### src/rtl/param_updown_counter.sv
// Modulo up/down counter with sync clear, clamped parallel load, wrap/saturate mode and a registered tc pulse.
// Optional feature macro UDC_WRAP_CNT_EN adds wrap_cnt, a saturating count of tc events.
module param_updown_counter #(
    parameter int WIDTH      = 4,
    parameter int MAX        = (2**WIDTH)-1,
    parameter int WRAP_CNT_W = 8
) (
    input  logic                  clk,
    input  logic                  reset_n,
    input  logic                  clr,
    input  logic                  load,
    input  logic [WIDTH-1:0]      load_val,
    input  logic                  en,
    input  logic                  up,
    input  logic                  sat,
    output logic [WIDTH-1:0]      q,
    output logic                  at_max,
    output logic                  at_min,
    output logic                  tc
`ifdef UDC_WRAP_CNT_EN
    ,
    output logic [WRAP_CNT_W-1:0] wrap_cnt
`endif
);

    localparam logic [WIDTH-1:0] MAX_V = WIDTH'(MAX);

    logic [WIDTH-1:0] q_q, q_d;
    logic             tc_q, tc_d;

    // Boundary steps (up at MAX, down at 0) raise tc whether they wrap or are blocked.
    always_comb begin
        q_d  = q_q;
        tc_d = 1'b0;
        if (clr) begin
            q_d = '0;
        end else if (load) begin
            q_d = (load_val > MAX_V) ? MAX_V : load_val;
        end else if (en) begin
            if (up) begin
                if (q_q == MAX_V) begin
                    tc_d = 1'b1;
                    q_d  = sat ? q_q : '0;
                end else begin
                    q_d = q_q + WIDTH'(1'b1);
                end
            end else begin
                if (q_q == '0) begin
                    tc_d = 1'b1;
                    q_d  = sat ? q_q : MAX_V;
                end else begin
                    q_d = q_q - WIDTH'(1'b1);
                end
            end
        end
    end

    always_ff @(posedge clk or negedge reset_n) begin
        if (!reset_n) begin
            q_q  <= '0;
            tc_q <= 1'b0;
        end else begin
            q_q  <= q_d;
            tc_q <= tc_d;
        end
    end

    assign q      = q_q;
    assign tc     = tc_q;
    assign at_max = (q_q == MAX_V);
    assign at_min = (q_q == '0);

`ifdef UDC_WRAP_CNT_EN
    logic [WRAP_CNT_W-1:0] wrap_cnt_q, wrap_cnt_d;

    // Saturates at all-ones rather than rolling over; load leaves it untouched.
    always_comb begin
        wrap_cnt_d = wrap_cnt_q;
        if (clr) begin
            wrap_cnt_d = '0;
        end else if (tc_d && (wrap_cnt_q != {WRAP_CNT_W{1'b1}})) begin
            wrap_cnt_d = wrap_cnt_q + WRAP_CNT_W'(1'b1);
        end
    end

    always_ff @(posedge clk or negedge reset_n) begin
        if (!reset_n) begin
            wrap_cnt_q <= '0;
        end else begin
            wrap_cnt_q <= wrap_cnt_d;
        end
    end

    assign wrap_cnt = wrap_cnt_q;
`endif

endmodule

### config.mk
export PLATFORM = sky130hd
export DESIGN_NAME = param_updown_counter
export DESIGN_NICKNAME = d
export VERILOG_FILES = /design/src/rtl/param_updown_counter.sv
export SDC_FILE = /design/constraint.sdc
export NUM_CORES = 1
export LEC_CHECK = 0
export BUFFER_PORTS_ARGS = -buffer_cell sky130_fd_sc_hd__buf_2
export CAP_MARGIN = 20
export CORE_AREA = 4 4 41 43
export DETAILED_ROUTE_END_ITERATION = 8
export DIE_AREA = 0 0 45 47
export PLACE_DENSITY = 0.66
export SYNTH_ARGS = -nofsm -noshare
export SYNTH_HDL_FRONTEND = slang
export SYNTH_SLANG_ARGS = --single-unit
### constraint.sdc
create_clock -name clk -period 1.9 [get_ports clk]
set_clock_uncertainty 0.2 [all_clocks]
set_input_delay 0.38 -clock clk [delete_from_list [all_inputs] [get_ports clk]]
set_output_delay 0.38 -clock clk [all_outputs]
set_load 0.01 [all_outputs]
==> metrics.txt, run 1 <==
Tightest Hold Check Type=input port to register; status=finished, final reports clean; full die area=2120 um^2; crit-path cells=ha_2 -> buf_4 -> nand3_1 -> inv_1 -> buf_2; CP endpoint=at_max; Peak Freq=~540 MHz; DR WL/cell=13.5 um; CTS Buf Count=3; detailed-route via count=484; Seq/Total Area, Yosys=0.246; Crit. End Element=output port; layout cells sized above 1=0.557; Yosys reg bits=5; initial antenna violation count=0; IO Count=18; PD cells=615 nW/um^2; vias in the first global route=480; FP Rows=13; DRT antenna net count=0; DRT Wirelength=1270 um; syn avg cell area=9.96 um^2; critical path type=register to output port; warnings from Yosys=0; total gr overflow=0; R2R cell count=5; NumNets Final=93; hpwl dp=1030 um; setup TNS=0 ns; worst-skew pair later-pin latency=about 0.24 ns; # diodes=0; Final Cycle Share=0.978; Synth area leader=dfrtp_1; Finished Layout Cells=94; Synth cell types=34; CP bufs+invs=3; CTS tree=yes; final slew viol count=0; DR DRC count=0; DIE WIDTH=45 um; Critical Path AT=1.28 ns; first-pass GRT wire length=around 2000 um; Critical Path RT=1.32 ns; final setup vio count=0; post-synthesis instance area=508 um^2; area share of the largest cell type after synthesis=0.246; Die H=47 um; Final Hold Viols=0; Sink Count=5; CORE AREA=1300 um^2; CTS Root Buffer Type=clkbuf_4; Detailed Routing Iterations Pass 1=2; max incr delay on CP=0.43 ns; Placer Congestion=~0.76; P_leak=0.364 nW; Crit path max-delay family=flip-flops; clock-pin transition on the worst setup and hold timing paths=approximately 0.040 ns; clk buf depth=2; largest net degree at the start of global routing=10; Area Growth Syn to Fin=39.9%; actual slew at the worst max-slew pin=~0.30 ns; R2R Path End=q[3]; Starting DRT DRC Count=2; CP startpoint kind=register; number of port buffers=17; CTS H-Tree Depth=1; Via-to-Cell Ratio=5.15; Rel. slew slack=0.796; Area contributors post-synth=dfrtp_1 25%, buf_6 6.7%, ha_1 4.9%, nor4b_4 4.7%, inv_1 4.4%; GR Util All Layers=0.130; MaxCap Viol Count=0; CP Max Fanout=5; synth cell count leaders=6 x inv_1, 5 x dfrtp_1, 3 x buf_6; maximum VDD drop=0.563 mV; most common cell in the netlist=inv_1; Initial Util=0.390; Critical Path Start=q[0]; Mapped Cells=51; Core Util, Final=0.546; critical path depth=5; flop-to-flop setup slack=0.08 ns; RSZ-0062 raised after global routing=yes; placed cell count=between 80 and 90; CP max stage cell=dfrtp_2; total nets after synthesis=64; total power=0.000437 W; Post-synth EDFFs=0; r2r startpoint=q[0]; Post-synth ARST share=1.00; minimum clock period=approximately 1.9 ns; Synth Flop Type=dfrtp_1; Min Hold Slack=approximately 0.21 ns
==> kinds of logic (layout without fill, tap and decap cells) <==
logic type | after synthesis | after routing | synth area share
multiplexers | 3 | 3 | 0.0616
adder cells (fa/ha/maj) | 2 | 2 | 0.0493
AO/OA/AOI/OAI | 18 | 18 | 0.318
XOR/XNOR | 1 | 1 | 0.0172
flip-flops | 5 | 5 | 0.246
AND/OR/NAND/NOR | 12 | 12 | 0.182
buffers and inverters | 10 | 38 | 0.126
==> stage by stage <==
stage | area [um^2] | worst slack [ns]
3_3_place_gp | 639 | 0.0543
2_1_floorplan | 509 | 0.0363
4_1_cts | 683 | 0.00610
3_5_place_dp | 639 | 0.0413
5_1_grt | 711 | -0.0132
6_report | 711 | 0.0426
==> repair_timing <==
action	CTS	global route
gates resized for setup	2	6
setup endpoints to repair	1	4
buffers inserted	0	1
endpoints found under the hold margin	5	0
hold buffers	1	0
==> layout by cell type (no fill, tap or decap), types with 3 or more instances in the layout <==
| cell | instances |
|---|---|
| inv_1 | 4 |
| clkbuf_4 | 3 |
| buf_2 | 17 |
| buf_4 | 10 |
| dfrtp_1 | 3 |
==> final cells by class <==
class | instances | area [um^2]
Inverter | 6 | 22.5
Tap cell | 15 | 18.8
Fill cell | 123 | 591
Sequential cell | 5 | 128
Timing Repair Buffer | 28 | 170
Multi-Input combinational cell | 36 | 345
Clock buffer | 4 | 26.3
==> flip-flops by register name, indices dropped and copies added, names as in the netlist <==
signal,flops
q,4
tc,1
==> where the power goes <==
group	switching, W	total, W	leakage, nW	internal, W
combinational	0.0000845	0.000186	0.287	0.000101
sequential	0.0000152	0.000133	0.0628	0.000117
clock	0.0000400	0.000119	0.0150	0.0000792
total	0.000140	0.000437	0.364	0.000298
==> per-layer routing <==
metal | vias to the layer above | wire (um) | share of wire | track usage
li1 | 244 | - | - | -
met1 | 226 | 533 | 0.42 | 0.158
met2 | 14 | 662 | 0.52 | 0.234
met3 | 0 | 75 | 0.059 | 0.0460
met4 | 0 | 0 | 0 | 0
met5 | - | 0 | 0 | 0
==> how the worst min path moves through the flow <==
stage / start / to / cells past startpoint
after global placement: reset_n / q[1] / 1
after global routing: en / tc / 2
after detailed placement: reset_n / q[1] / 1
after CTS: en / tc / 2
after floorplan: reset_n / q[0] / 0
final: en / tc / 2
Power figures use the tool's default switching activity.
==> inputs of run 2 (changes only) <==
Settings changed: ABC_AREA set to 1, GPL_TIMING_DRIVEN set to 0, PLACE_DENSITY 0.66 to 0.65.
==> metrics.txt, run 2 <==
status=finished, final reports clean (unchanged); total length of routed met2 wires=597 um (was 662 um); NetSw=0.000141 W (was 0.000140 W); P_leak=0.341 nW (was 0.364 nW); CTS Buf Count=3 (unchanged); met3 wire length=71 um (was 75 um); synth cell count leaders=21 x nand2_1, 10 x nor2_1, 6 x nand3_1 (was 6 x inv_1, 5 x dfrtp_1, 3 x buf_6); DRT antenna net count=0 (unchanged); Rel. slew slack=0.845 (was 0.796); DIE WIDTH=45 um (unchanged); clock-pin transition on the worst setup and hold timing paths=0.04 ns (about the same); placed cell count=107 (was 88); minimum clock period=1.83 ns (was 1.86 ns); PD cells=629 nW/um^2 (was 615 nW/um^2); CTS H-Tree Depth=1 (unchanged); Initial Util=0.377 (was 0.390); IO Count=18 (unchanged); Yosys reg bits=5 (unchanged); Placer Congestion=0.729 (was 0.758); Critical Path RT=1.32 ns (about the same); CP bufs+invs=2 (was 3); Pint=0.000262 W (was 0.000298 W); Mapped Cells=76 (was 51); total gr overflow=0 (unchanged); M1 wire length=477 um (was 533 um); multi-input logic area=328 um^2 (was 345 um^2); setup TNS=0 ns (unchanged); Synth Flop Type=dfrtp_1 (unchanged); clock power share=0.299 (was 0.273); Crit path max-delay family=flip-flops (unchanged); initial antenna violation count=0 (unchanged); area share of the largest cell type after synthesis=0.255 (was 0.246); Crit. End Element=output port (unchanged); full die area=2120 um^2 (unchanged); CTS tree=yes (unchanged); # diodes=0 (unchanged); Starting DRT DRC Count=7 (was 2); Tightest Hold Check Type=input port to register (unchanged); detailed-route via count=545 (was 484); hpwl dp=938 um (was 1030 um); CORE AREA=1300 um^2 (unchanged); DR DRC count=0 (unchanged); FP Rows=13 (unchanged); Area contributors post-synth=dfrtp_1 26%, nand2_1 16%, nor2_1 7.7%, nand3_1 6.1%, ha_1 5.1% (was dfrtp_1 25%, buf_6 6.7%, ha_1 4.9%, nor4b_4 4.7%, inv_1 4.4%); actual slew at the worst max-slew pin=0.233 ns (was 0.302 ns); vias in the first global route=513 (was 480); GR Util All Layers=0.128 (was 0.130); register area=128 um^2 (unchanged); post-synthesis instance area=490 um^2 (was 508 um^2); number of port buffers=16 (was 17); first-pass GRT wire length=1970 um (was 2030 um); CP max stage cell=dfrtp_2 (unchanged); DR WL/cell=10.2 um (was 13.5 um); Detailed Routing Iterations Pass 1=3 (was 2); critical path depth=4 (was 5); Via-to-Cell Ratio=4.87 (was 5.15); hold depth=3 (was 2); CTS Root Buffer Type=clkbuf_4 (unchanged); Seq pwr share=0.330 (was 0.303); Post-synth ARST share=1.00 (unchanged); Post-synth EDFFs=0 (unchanged); Final Hold Viols=0 (unchanged); Synth area leader=dfrtp_1 (unchanged); commonest non-fill, non-tap cell in the layout=nand2_1 (was buf_2); crit-path cells=ha_1 -> nand3_2 -> clkinv_1 -> buf_2 (was ha_2 -> buf_4 -> nand3_1 -> inv_1 -> buf_2); Min Hold Slack=0.211 ns (was 0.208 ns); layout cells sized above 1=0.412 (was 0.557); Critical Path AT=1.25 ns (was 1.28 ns); final slew viol count=0 (unchanged); Filler cells=143 (was 123); RSZ-0062 raised after global routing=no (was yes); R2R cell count=6 (was 5); NumNets Final=111 (was 93); final setup vio count=0 (unchanged); Synth cell types=22 (was 34); commonest non-fill, non-tap cells in the layout=21 x nand2_1, 17 x buf_2, 10 x nor2_1 (was 17 x buf_2, 10 x buf_4, 4 x inv_1); warnings from Yosys=0 (unchanged); Sink Count=5 (unchanged); max reg flops=4 (unchanged); Top Metal Used=met3 (unchanged); Final Cycle Share=0.964 (was 0.978); Die H=47 um (unchanged); MaxCap Viol Count=0 (unchanged); syn avg cell area=6.45 um^2 (was 9.96 um^2); most common cell in the netlist=nand2_1 (was inv_1); maximum VDD drop=0.467 mV (was 0.563 mV); Seq/Total Area, Yosys=0.255 (was 0.246); Finished Layout Cells=112 (was 94); Area Growth Syn to Fin=30.6% (was 39.9%); worst-skew pair later-pin latency=0.24 ns (about the same); CP Max Fanout=6 (was 5); critical path type=register to output port (unchanged); CP startpoint kind=register (unchanged); combinational share of power=0.371 (was 0.424); Peak Freq=546 MHz (was 538 MHz); max incr delay on CP=0.44 ns (was 0.43 ns); largest net degree at the start of global routing=10 (unchanged); DRT Wirelength=1150 um (was 1270 um); total nets after synthesis=89 (was 64); clk buf depth=2 (unchanged); Switching Fraction=0.350 (was 0.319)
==> run 2: cell types whose count changed in the layout (fill, tap and decap cells not counted), moves of 3 or more <==
cell / before / now
nor2_1: 1 / 10
o21ai_0: 1 / 4
inv_2: 2 / 6
buf_4: 10 / 0
nand2_1: 2 / 21
nand2_2: 0 / 3
nand3_1: 1 / 6
==> run 2: cell type report <==
| cell class | instances | share of cell area |
|---|---|---|
| tap | 15 | 0.0293 |
| clock buffer | 4 | 0.0410 |
| sequential | 5 | 0.199 |
| multi-input combinational | 60 | 0.512 |
| timing repair buffer | 17 | 0.141 |
| inverter | 9 | 0.0527 |
| buffer | 2 | 0.0254 |
==> run 2: kinds of logic (layout without fill, tap and decap cells) <==
family                   count (synthesis)  count (layout)  synth area share
AND/OR/NAND/NOR                         47              47             0.472
AO/OA/AOI/OAI                           11              11             0.120
buffers and inverters                   11              32             0.102
flip-flops                               5               5             0.255
adder cells (fa/ha/maj)                  2               2            0.0510
==> run 2: power groups by stage <==
| stage | Sequential (W) | Combinational, W | Clock [W] |
|---|---|---|---|
| after detailed placement | 0.000133 | 0.000141 | 0 |
| after global placement | 0.000133 | 0.000139 | 0 |
| final | 0.000133 | 0.000149 | 0.000121 |
| after CTS | 0.000132 | 0.000143 | 0.000127 |
| after global routing | 0.000135 | 0.000173 | 0.000138 |
| after floorplan | 0.000136 | 0.0000942 | 0 |
==> run 2: timing repair <==
action,in CTS,in global routing
setup endpoints to repair,1,1
cloned,0,0
gates resized for setup,1,4
hold buffers,1,0
endpoints found under the hold margin,5,0
buffers inserted,0,0
==> run 2: metrics by stage <==
stage	utilization	total power [W]	setup WS (ns)	instance area, um^2
after floorplan	-	0.000230	0.253	490
after global placement	0.453	0.000272	0.189	589
after detailed placement	0.453	0.000274	0.180	589
after CTS	0.482	0.000402	0.00717	627
after global routing	0.492	0.000446	0.00557	641
final	0.492	0.000403	0.0690	641
==> run 2: tightest hold or removal path, delay by kind of cell <==
family	cells	cell delay [ns]
buffers and inverters	1	0.11
AO/OA/AOI/OAI	1	0.07
AND/OR/NAND/NOR	1	0.05
==> run 2: path summary, 6_finish.rpt <==
kind	start	to	slack, ns
hold reg to reg	q[0]	q[0]	0.38
min in group asynchronous	reset_n	q[2]	0.29
hold / removal	en	tc	0.21
max in group asynchronous	reset_n	q[1]	1.07
setup / recovery	q[0]	at_max	0.07
setup reg to reg	q[1]	q[1]	0.28
==> run 2: per-layer routing <==
| layer | track usage | vias up |
|---|---|---|
| met5 | 0 | - |
| met4 | 0.0526 | 0 |
| met3 | 0.0383 | 0 |
| met2 | 0.234 | 15 |
| met1 | 0.138 | 242 |
| li1 | - | 288 |
